$ cat config.mk
export PLATFORM = sky130hd
export DESIGN_NAME = spi_slave_shift_register
export DESIGN_NICKNAME = d
export VERILOG_FILES = /design/src/rtl/spi_slave_shift_register.sv
export SDC_FILE = /design/constraint.sdc
export NUM_CORES = 1
export LEC_CHECK = 0
export BUFFER_PORTS_ARGS = -buffer_cell sky130_fd_sc_hd__buf_2
export CAP_MARGIN = 20
export CORE_MARGIN = 2
export CORE_UTILIZATION = 45
export DETAILED_ROUTE_END_ITERATION = 10
export SKIP_LAST_GASP = 1
export SLEW_MARGIN = 20
export SYNTH_ARGS = -nofsm -noshare
export SYNTH_HDL_FRONTEND = slang
export SYNTH_SLANG_ARGS = --single-unit
$ cat constraint.sdc
create_clock -name wb_clk_in -period 4.7 [get_ports wb_clk_in]
set_input_delay 0.94 -clock wb_clk_in [delete_from_list [all_inputs] [get_ports wb_clk_in]]
set_output_delay 0.94 -clock wb_clk_in [all_outputs]
set_load 0.02 [all_outputs]
$ cat src/rtl/spi_slave_shift_register.sv
// SPI responder character engine: samples sclk/ss_n/mosi into wb_clk_in and shifts one 1..32-bit character per select.
// Optional build macro SPI_SLAVE_MISO_OE_EN adds miso_oe and forces miso low while not selected.
module spi_slave_shift_register #(
    parameter int SPI_MAX_CHAR      = 32,
    parameter int SPI_CHAR_LEN_BITS = 5
) (
    input  logic                         wb_clk_in,
    input  logic                         wb_rst,
    input  logic                         rx_negedge,
    input  logic                         tx_negedge,
    input  logic                         lsb,
    input  logic [SPI_CHAR_LEN_BITS-1:0] len,
    input  logic [SPI_MAX_CHAR-1:0]      tx_data,
    input  logic                         tx_load,
    input  logic                         sclk_in,
    input  logic                         ss_n_in,
    input  logic                         mosi_in,
    output logic                         miso,
`ifdef SPI_SLAVE_MISO_OE_EN
    output logic                         miso_oe,
`endif
    output logic [SPI_MAX_CHAR-1:0]      p_out,
    output logic                         rx_valid,
    output logic                         last,
    output logic                         busy,
    output logic [1:0]                   state_dbg
);

    typedef enum logic [1:0] {IDLE = 2'd0, ACTIVE = 2'd1, DONE = 2'd2} state_t;

    localparam int LW = SPI_CHAR_LEN_BITS;

    state_t                  state;
    logic [2:0]              sclk_sync;
    logic [2:0]              ss_sync;
    logic [1:0]              mosi_sync;
    logic [SPI_MAX_CHAR-1:0] tx_buf;
    logic [SPI_MAX_CHAR-1:0] rx_shift;
    logic [LW-1:0]           last_idx;
    logic [LW-1:0]           bit_cnt;
    logic                    lsb_l;
    logic                    rx_neg_l;
    logic                    tx_neg_l;
    logic                    seen_rx;
    logic                    pend;
    logic                    miso_q;

    // Bits [0] and [1] form the synchronizer; [2] is the history flop for edge detection.
    always_ff @(posedge wb_clk_in or posedge wb_rst) begin
        if (wb_rst) begin
            sclk_sync <= '0;
            ss_sync   <= '1;
            mosi_sync <= '0;
        end else begin
            sclk_sync <= {sclk_sync[1:0], sclk_in};
            ss_sync   <= {ss_sync[1:0], ss_n_in};
            mosi_sync <= {mosi_sync[0], mosi_in};
        end
    end

    logic sclk_rise, sclk_fall, ss_fall, ss_rise, rx_edge, tx_edge, mosi_s;
    logic [LW-1:0]           cur_idx;
    logic [LW-1:0]           first_idx;
    logic [SPI_MAX_CHAR-1:0] load_word;

    assign sclk_rise = sclk_sync[1] & ~sclk_sync[2];
    assign sclk_fall = ~sclk_sync[1] & sclk_sync[2];
    assign ss_fall   = ~ss_sync[1] & ss_sync[2];
    assign ss_rise   = ss_sync[1] & ~ss_sync[2];
    assign mosi_s    = mosi_sync[1];
    assign rx_edge   = rx_neg_l ? sclk_fall : sclk_rise;
    assign tx_edge   = tx_neg_l ? sclk_fall : sclk_rise;

    // len - 1 wraps 0 to the top index, so len = 0 naturally means a full-width character.
    assign cur_idx   = lsb_l ? bit_cnt : (last_idx - bit_cnt);
    assign first_idx = lsb ? '0 : (len - LW'(1));
    assign load_word = tx_load ? tx_data : tx_buf;

    // rx_valid is a one-cycle pulse qualifying p_out; there is no ready, the host must take it that cycle.
    always_ff @(posedge wb_clk_in or posedge wb_rst) begin
        if (wb_rst) begin
            state    <= IDLE;
            tx_buf   <= '0;
            rx_shift <= '0;
            last_idx <= '0;
            bit_cnt  <= '0;
            lsb_l    <= 1'b0;
            rx_neg_l <= 1'b0;
            tx_neg_l <= 1'b0;
            seen_rx  <= 1'b0;
            pend     <= 1'b0;
            miso_q   <= 1'b0;
            p_out    <= '0;
            rx_valid <= 1'b0;
            last     <= 1'b0;
        end else begin
            last     <= 1'b0;
            pend     <= 1'b0;
            rx_valid <= pend;
            if (pend) p_out <= rx_shift;
            case (state)
                IDLE: begin
                    if (tx_load) tx_buf <= tx_data;
                    if (ss_fall) begin
                        state    <= ACTIVE;
                        last_idx <= len - LW'(1);
                        lsb_l    <= lsb;
                        rx_neg_l <= rx_negedge;
                        tx_neg_l <= tx_negedge;
                        bit_cnt  <= '0;
                        seen_rx  <= 1'b0;
                        rx_shift <= '0;
                        miso_q   <= load_word[first_idx];
                    end
                end
                ACTIVE: begin
                    if (rx_edge && (bit_cnt == last_idx)) begin
                        // A completing edge wins over a simultaneous deselect.
                        rx_shift[cur_idx] <= mosi_s;
                        bit_cnt           <= bit_cnt + LW'(1);
                        last              <= 1'b1;
                        pend              <= 1'b1;
                        state             <= ss_rise ? IDLE : DONE;
                    end else if (ss_rise) begin
                        state <= IDLE;
                    end else begin
                        if (rx_edge) begin
                            rx_shift[cur_idx] <= mosi_s;
                            bit_cnt           <= bit_cnt + LW'(1);
                            seen_rx           <= 1'b1;
                        end
                        if (tx_edge && seen_rx) miso_q <= tx_buf[cur_idx];
                    end
                end
                DONE: begin
                    if (ss_rise) state <= IDLE;
                end
                default: state <= IDLE;
            endcase
        end
    end

    assign busy      = (state != IDLE);
    assign state_dbg = state;

`ifdef SPI_SLAVE_MISO_OE_EN
    assign miso_oe = (state != IDLE);
    assign miso    = miso_oe & miso_q;
`else
    assign miso    = miso_q;
`endif

endmodule
Word-level counts from Yosys, hierarchy flattened
Index checks and enable logic that the tools add are counted.
Operators by class
  $lt $le $gt $ge: 3
  add/sub/neg operators: 3
  muxes and demuxes: 39
  equal/unequal tests: 10
  reductions and logical operators: 10
  bitwise logic cells: 8
Operators with widths (number)
  $mux 32: 5
  $pmux 32 s2: 1
  $bwmux 32: 1
  $mux 5: 6
  $mux 1: 15
  $lt 5x6->1 const B: 2
  $bmux 1 s5: 2
  $ne 2x2->1 const B: 5
  $pmux 5 s2: 1
  $reduce_and 5->1: 2
  $mux 2: 4
  $ne 3x3->1 const B: 2
  $pmux 2 s3: 1
  $add 5x1->5 const B: 1
  $demux 1 s5: 1
  $eq 5x5->1: 1
  $ge 5x1->1 const B: 1
  $sub 5x1->5 const B: 1
  $sub 5x5->5: 1
  $and 1x1->1: 4
  $not 1->1: 4
  $pmux 1 s2: 2
  $reduce_and 4->1: 1
  $reduce_bool 2->1: 2
  5 further kinds: 7
Storage, ports and cells
  bits in registers: 123
  input port bits: 46
  output and inout bits: 38
  word-level logic and storage cells: 89

Longest topological paths before layout
Gate-level depths: netlist (run 1).
  depth after elaboration: 11
  gate-level depth with buffers: 13

Least setup slack after synthesis (run 1)
OpenSTA, ideal clock, no wires.
  path type: in2reg
  from: input len[0]
  to: register miso_q (netlist: miso)
  data required time: 4.572 ns
  cell stages on the path: 10
  buffers on the path: 1
  path slack: 1.337 ns
  data arrival time: 3.235 ns
  cells stage by stage: clkbuf_1 -> inv_1 -> ha_1 -> nor2_2 -> mux2i_1 -> mux4_2 -> mux2i_1 -> or3_1 -> o31ai_1 -> o31ai_1
On the way
  longest elaborated chain between the ends: 6
RTL lines
  start: declaration: RTL line 12  | input logic [SPI_CHAR_LEN_BITS-1:0] len,
  $sub 5x1->5: RTL line 76  | assign first_idx = lsb ? '0 : (len - LW'(1));
  $mux 5: RTL line 76
  $bmux 1 s5: RTL line 113  | miso_q <= load_word[first_idx];
  $mux 1 (not written as such): RTL line 113
  $mux 1: RTL line 104  | if (ss_fall) begin
  $pmux 1 s2: RTL line 101  | case (state)
  end signal: assignment: RTL line 113
  end signal: assignment: RTL line 132  | if (tx_edge && seen_rx) miso_q <= tx_buf[cur_idx];
  end: declaration: RTL line 46  | logic miso_q;
No other way between the ends. The select of a mux whose other input is x is not followed.
A chain may end at the register's enable or synchronous reset.

Worst setup path after layout (run 1)
Same ends and word-level chain as after synthesis.

==> results.yml, run 1 <==
flow_run:
  max_cap_viol_count: 0
yosys:
  yosys.area_share.simple_pct: 11.9
  synth_top_family_by_area: "multiplexers"
  synth.distinct_cells: 53
  ys_warn_count: 0
  synthAdderAreaFrac_pct: 1.53
  yosysSeqAreaShare_pct: 49.7
  synth_xor_area_share_pct: 1.27
  syn-instance-count: 532
  synthMuxAreaShare_pct: 27.2
  ys_seq_elements: 123
  yosys.area.top_type: "dfrtp_1"
  ys.flop_type: "dfrtp_1"
  synth_top_area_share_pct: 48.5
  synth-edff-count: 0
  synth_compound_area_share_pct: 5.23
  synthArstFlopShare_pct: 100
  synth.area.top_cells: "dfrtp_1, mux2_2, mux2i_1"
  synth_nets: 585
  avgSynthCellArea_um2: 11.6
  syn_area_um2: 6200
worst_setup_path:
  crit_type: "primary input to flip-flop"
  worstRegToRegCells: 11
  start_kind: "primary input"
  crit_path_max_fanout: 10
  crit_required_ns: 4.98
  crit_arrival_ns: 3.50
  cp-end-kind: "flip-flop"
power_and_ir_drop:
  vdd_drop_max_v: 0.000340
  power_leakage_nw: 3.68
  p_seq_share_pct: 33.1
  p_per_area_nw_per_um2: 618
  intPower_mw: 2.95
  p_sw_mw: 1.60
  pwr-share-comb_pct: 38.0
  switching_share_pct: 35.2
  clkPwrFrac_pct: 28.9
global_route:
  use_met1_pct: 26.8
  busiest_layer: "met2"
  antenna_found_initial: 0
  grt_pass1_vias: 4519
  use_met2_pct: 32.0
  globalRouteMet3Util_pct: 5.50
  grt_overflow: 0
  grt.total_usage_pct: 20.2
  grt_first_pass_wirelength_mm: 22.7
  grt_max_degree: 71
timing:
  finClkSkew_ns: 0.00907
  relSlewSlack_pct: 34.5
  max_freq_ghz: 0.310
  tightest_slew_ns: 0.981
  setup_ws_ns: 1.48
  setup_viol: 0
  finalCritPeriodShare_pct: 68.5
  timing_hold_violations_final: 0
  rsz0062_at_grt: "false"
  fin_tns_setup_ns: 0
  slew_viol_final: 0
  post-route-min-period_ns: 3.22
route:
  firstDrtPassIters: 4
  drt_iter0_markers: 337
  vias: 4330
  routed_wl_mm: 13.7
  ant_nets: 0
  drc: 0
  wl_per_cell_um: 17.1
  post_drt_via_cell_ratio: 5.41
outcome:
  status: "complete, no violations"
cells_and_area:
  syn_to_final_growth_pct: 18.8
  nets: 664
  drive_gt1_share_pct: 33.7
  diodes: 0
  n_fill_cell: 1204
floorplan:
  row_count: 42
  die_x_um: 121
  start_util_pct: 46.4
  core_um2: 13300
  die_h_um: 121
  die-area_um2: 14700
  io_pins: 84
worst_hold_path:
  hp-class: "flip-flop to flip-flop"
  holdPathStages: 0
clocking:
  cts_buffers: 17
  cts_max_path_buffers: 2
  cts_tree: "yes"
  cts.sinks: 123
  insertion_delay_ns: 0.41
  clk_pin_slew_ns: 0.05
  cts_setup_buffers: 0
  ctsHoldBuffers: 0
  cts_root_buf: "clkbuf_16"
  cts.htree.levels: 4
  post_cts_resized: 0
place:
  routabilityCongestion: 0.844
  post-place-ws_ns: 1.06
  io_buffer_count: 83
  dp_hpwl_mm: 9.64
cells in the final DEF (no fill, tap or decap), types with 3 or more instances in the layout:
| master | instances |
|---|---|
| bufinv_16 | 3 |
| nand3_1 | 4 |
| a221oi_1 | 5 |
| and3_1 | 5 |
| buf_2 | 83 |
| clkinv_2 | 4 |
| o21ai_0 | 8 |
| nand2_1 | 92 |
| clkbuf_8 | 3 |
| nand2b_1 | 7 |
| inv_1 | 13 |
| nor3_1 | 7 |
| mux2_2 | 64 |
| ha_1 | 6 |
| nor3b_1 | 4 |
| xnor2_1 | 5 |
| buf_4 | 8 |
| mux4_2 | 11 |
| clkbuf_1 | 4 |
| dfstp_2 | 3 |
| a21oi_1 | 8 |
| nand4_1 | 3 |
| dfrtp_1 | 120 |
| nor2_1 | 14 |
| a211oi_1 | 4 |
| clkbuf_16 | 17 |
| xor2_1 | 4 |
| mux2i_1 | 69 |
| nor2b_1 | 6 |
| or4_1 | 3 |
per-stage QoR:
step	total power [mW]	hold WS (ns)	cells	instance area (um^2)	util, %
3_3_place_gp	3.23	0.336	768	6760	50.6
3_5_place_dp	3.25	0.337	768	6760	50.6
6_report	4.55	0.348	800	7360	55.1
4_1_cts	4.59	0.349	800	7360	55.1
5_1_grt	4.84	0.352	800	7360	55.1
2_1_floorplan	2.82	0.331	532	6200	-
layout make-up:
cell class | count | area, um^2 | share of cell area (%)
multi-input cells | 364 | 2930 | 39.8
flip-flops and latches | 123 | 3080 | 41.9
clock inverters | 8 | 119 | 1.61
inverters | 14 | 55.1 | 0.748
clock buffers | 24 | 482 | 6.54
well taps | 176 | 220 | 2.99
repair buffers | 91 | 475 | 6.46
power groups by stage:
stage / Clock, mW / Sequential, mW / Combinational (mW)
floorplan: 0 / 1.47 / 1.36
global placement: 0 / 1.51 / 1.72
detailed placement: 0 / 1.53 / 1.73
CTS: 1.34 / 1.51 / 1.74
global route: 1.39 / 1.54 / 1.91
finish: 1.32 / 1.51 / 1.73
registers in the layout, summed over array words and instances, names as in the netlist:
| signal | cells |
|---|---|
| bit_cnt | 5 |
| rx_shift | 32 |
| p_out | 32 |
| state_dbg | 2 |
| sclk_sync | 3 |
| tx_buf | 32 |
| miso | 1 |
| tx_neg_l | 1 |
| lsb_l | 1 |
| rx_valid | 1 |
| seen_rx | 1 |
| rx_neg_l | 1 |
| ss_sync | 3 |
| pend | 1 |
| mosi_sync | 2 |
| last_idx | 5 |
synth_stat cells, drive strengths merged, types with 6 or more instances:
cell type	n
nand2b	7
ha	6
buf	12
mux4	11
a21oi	8
nor2	16
o21ai	8
nand2	92
clkbuf	19
nor2b	6
mux2i	70
nor3b	6
dfrtp	120
nor3	8
mux2	65
inv	14
worst max-delay path, stage by stage:
cell and delay (ns):
buf_2 0.22, inv_1 0.13, ha_1 0.39, nor2_2 0.51, mux2i_1 0.30, mux4_2 0.28
mux2i_1 0.06, or3_1 0.31, o31ai_1 0.25, o31ai_1 0.09
metal layers:
layer / vias to the layer above / wire length [um]
li1: 2045 / -
met1: 2163 / 6120
met2: 109 / 6720
met3: 13 / 636
met4: 0 / 200
met5: - / 0
worst paths after layout:
check / startpoint / to / slack (ns)
setup / recovery: len[0] / miso / 1.48
hold / removal: mosi_sync[0] / mosi_sync[1] / 0.35
setup reg to reg: bit_cnt[0] / miso / 1.51
hold reg to reg: mosi_sync[0] / mosi_sync[1] / 0.35
max in group asynchronous: wb_rst / p_out[8] / 3.07
min in group asynchronous: wb_rst / p_out[5] / 0.71
logic make-up (layout without fill, tap and decap cells):
group | count (synthesis) | in the layout
fa+ha+maj | 7 | 7
mux | 146 | 146
compound gates | 44 | 44
xor+xnor | 9 | 9
buf+inv | 45 | 137
flops | 123 | 123
simple gates | 158 | 158
(Power assumes the default switching activity.)
==> inputs of run 2 (changes only) <==
- ABC_AREA: unset -> 1
- PLACE_DENSITY: unset -> 0.67
- clock period: 4.7 -> 2.8 ns (I/O delays scaled with it)
==> run 2 against run 1 <==
Effect of this change: die area is 3.8% higher; global-route usage is 1.7 points higher; clock skew is 0.0045 ns lower; first-iteration DRC count is 8.6% higher; synthesized area is 4.0% higher; critical endpoint unchanged; largest power group unchanged; highest routed layer unchanged.
==> results.yml, run 2 <==
outcome:
  status: "complete, no violations"
yosys:
  yosysMostFrequentCell: "nand2_1"
  yosys.area.top_type: "dfrtp_1"
  synth.area.top_cells: "dfrtp_1, nand2_1, nand3_1"
  syn-instance-count: 854
  synth_top_area_share_pct: 46.6
  synthArstFlopShare_pct: 100
  ys_seq_elements: 123
  yosys-top-cells-count: "nand2_1, dfrtp_1, inv_1"
  yosysSeqAreaShare_pct: 47.8
  synth_nets: 907
  ys_warn_count: 0
  synth.distinct_cells: 36
  ys.flop_type: "dfrtp_1"
  synth-edff-count: 0
  avgSynthCellArea_um2: 7.54
  syn_area_um2: 6440
route:
  vias: 5632
  routed_wl_mm: 15.4
  firstDrtPassIters: 5
  post_drt_via_cell_ratio: 4.99
  drt_iter0_markers: 366
  ant_nets: 0
  drc: 0
  wl_per_cell_um: 13.6
worst_setup_path:
  reg2reg_from: "bit_cnt[0]"
  cpMaxStageDelayCell: "fa_1"
  worstRegToRegCells: 17
  critical_path_cell_count: 17
  crit_required_ns: 3.11
  cp-end-kind: "flip-flop"
  crit_type: "flip-flop to flip-flop"
  crit_path_max_fanout: 12
  crit_arrival_ns: 2.66
  start_kind: "flip-flop"
  slowest_delay_ns: 0.49
  r2r_setup_slack_ns: 0.45
  r2r-end: "miso"
  cp-endpoint: "miso"
  path_common_cell: "nand2_1"
  path_buf_inv: 4
  cp-startpoint: "bit_cnt[0]"
  crit_family: "adder cells"
  worstPathCellList: "ha_1, inv_1, fa_1, inv_1, o21ai_2, buf_4, inv_2, nand2_1, nand2_1, nand2_1, nand2_1, nand2_1, nand2_1, nor2_1, nand2_1, nand3_1, nand2_1"
floorplan:
  row_count: 43
  start_util_pct: 46.2
  die_h_um: 124
  io_pins: 84
  core_um2: 13900
  die_x_um: 124
  die-area_um2: 15300
timing:
  finClkSkew_ns: 0.00462
  rsz0062_at_grt: "false"
  setup_viol: 0
  timing_hold_violations_final: 0
  max_freq_ghz: 0.425
  slew_viol_final: 0
  relSlewSlack_pct: 55.7
  tightest_slew_ns: 0.664
  post-route-min-period_ns: 2.35
  fin_tns_setup_ns: 0
  finalCritPeriodShare_pct: 84.0
place:
  routabilityCongestion: 0.889
  dp_hpwl_mm: 10.7
  io_buffer_count: 83
clocking:
  cts.sinks: 123
  ctsHoldBuffers: 0
  clk_pin_slew_ns: 0.06
  cts_setup_buffers: 0
  post_cts_resized: 0
  cts_max_path_buffers: 2
  cts_tree: "yes"
  insertion_delay_ns: 0.42
  cts_buffers: 17
  cts_root_buf: "clkbuf_16"
  cts.htree.levels: 4
cells_and_area:
  post-route-util_pct: 54.7
  seq_area_um2: 3080
  multiInputGateArea_um2: 2780
  final_cell_mix: "nand2_1, dfrtp_1, inv_1, nand3_1, buf_2"
  diodes: 0
  syn_to_final_growth_pct: 18.4
  nets: 988
  reg.largest.list: "p_out: 32 flops, rx_shift: 32 flops, tx_buf: 32 flops"
  layout_commonest_cell: "nand2_1"
  drive_gt1_share_pct: 19.3
  n_fill_cell: 1331
global_route:
  antenna_found_initial: 0
  grt_overflow: 0
  grt_max_degree: 124
  grt.total_usage_pct: 21.8
  grt_first_pass_wirelength_mm: 25.7
  grt_pass1_vias: 5275
power_and_ir_drop:
  vdd_drop_max_v: 0.000592
  p_per_area_nw_per_um2: 1210
  finalPower_mw: 9.21
  power_leakage_nw: 4.04
flow_run:
  max_cap_viol_count: 0
worst_hold_path:
  hp-class: "primary input to flip-flop"
-- run 2: changes by cell type after synthesis, moves of 63 or more --
cell,change
nand2_1,+143
inv_1,+81
nand3_1,+81
mux2i_1,-70
mux2_2,-63
o21ai_1,+63
-- run 2: kinds of logic after synthesis --
| group | count (synthesis) | share of synthesized area [%] |
|---|---|---|
| compound gates | 152 | 12.5 |
| xor+xnor | 5 | 0.680 |
| fa+ha+maj | 7 | 1.48 |
| buf+inv | 145 | 9.11 |
| flops | 123 | 47.8 |
| mux | 1 | 0.175 |
| simple gates | 421 | 28.2 |
-- run 2: power by group --
group / switching, mW / leakage, nW / internal [mW]
logic: 2.78 / 2.19 / 1.33
clock network: 0.824 / 0.290 / 1.36
registers: 0.444 / 1.56 / 2.47
total: 4.05 / 4.04 / 5.16
-- run 2: layer usage --
| layer | global-route usage, % | part of all wire [%] |
|---|---|---|
| met2 | 33.1 | 45 |
| met3 | 4.67 | 5.3 |
| met4 | 9.02 | 2.0 |
| met5 | 0 | 0 |
| met1 | 30.4 | 47 |
-- run 2: cell type report --
cell class | instances | share of cell area, %
clock inverter | 13 | 1.87
sequential | 123 | 40.4
clock buffer | 19 | 5.94
tap | 180 | 2.95
multi-input combinational | 586 | 36.4
inverter | 113 | 5.70
timing repair buffer | 94 | 6.70
-- run 2: stage by stage --
step | setup slack, ns | area, um^2 | hold WS (ns) | cells
after floorplan | 0.731 | 6440 | 0.331 | 854
after global placement | 0.489 | 7030 | 0.338 | 1096
final | 0.449 | 7620 | 0.237 | 1128
after detailed placement | 0.469 | 7030 | 0.342 | 1096
after CTS | 0.443 | 7620 | 0.220 | 1128
after global routing | 0.256 | 7620 | 0.218 | 1128
-- run 2: worst register-to-register path, cell delays in order (launching register included) --
cell	delay, ns
dfrtp_1	0.45
ha_1	0.18
inv_1	0.05
fa_1	0.49
inv_1	0.05
o21ai_2	0.10
buf_4	0.20
inv_2	0.11
nand2_1	0.08
nand2_1	0.05
nand2_1	0.05
nand2_1	0.06
nand2_1	0.06
nand2_1	0.05
nor2_1	0.09
nand2_1	0.05
nand3_1	0.06
nand2_1	0.05
-- run 2: worst min-delay path by stage --
stage,cells after the start,endpoint,slack (ns),startpoint
final,1,ss_sync[0],0.24,ss_n_in
after global routing,1,ss_sync[0],0.22,ss_n_in
after CTS,1,ss_sync[0],0.22,ss_n_in
after detailed placement,0,sclk_sync[1],0.34,sclk_sync[0]
after global placement,0,sclk_sync[1],0.34,sclk_sync[0]
after floorplan,0,mosi_sync[1],0.33,mosi_sync[0]
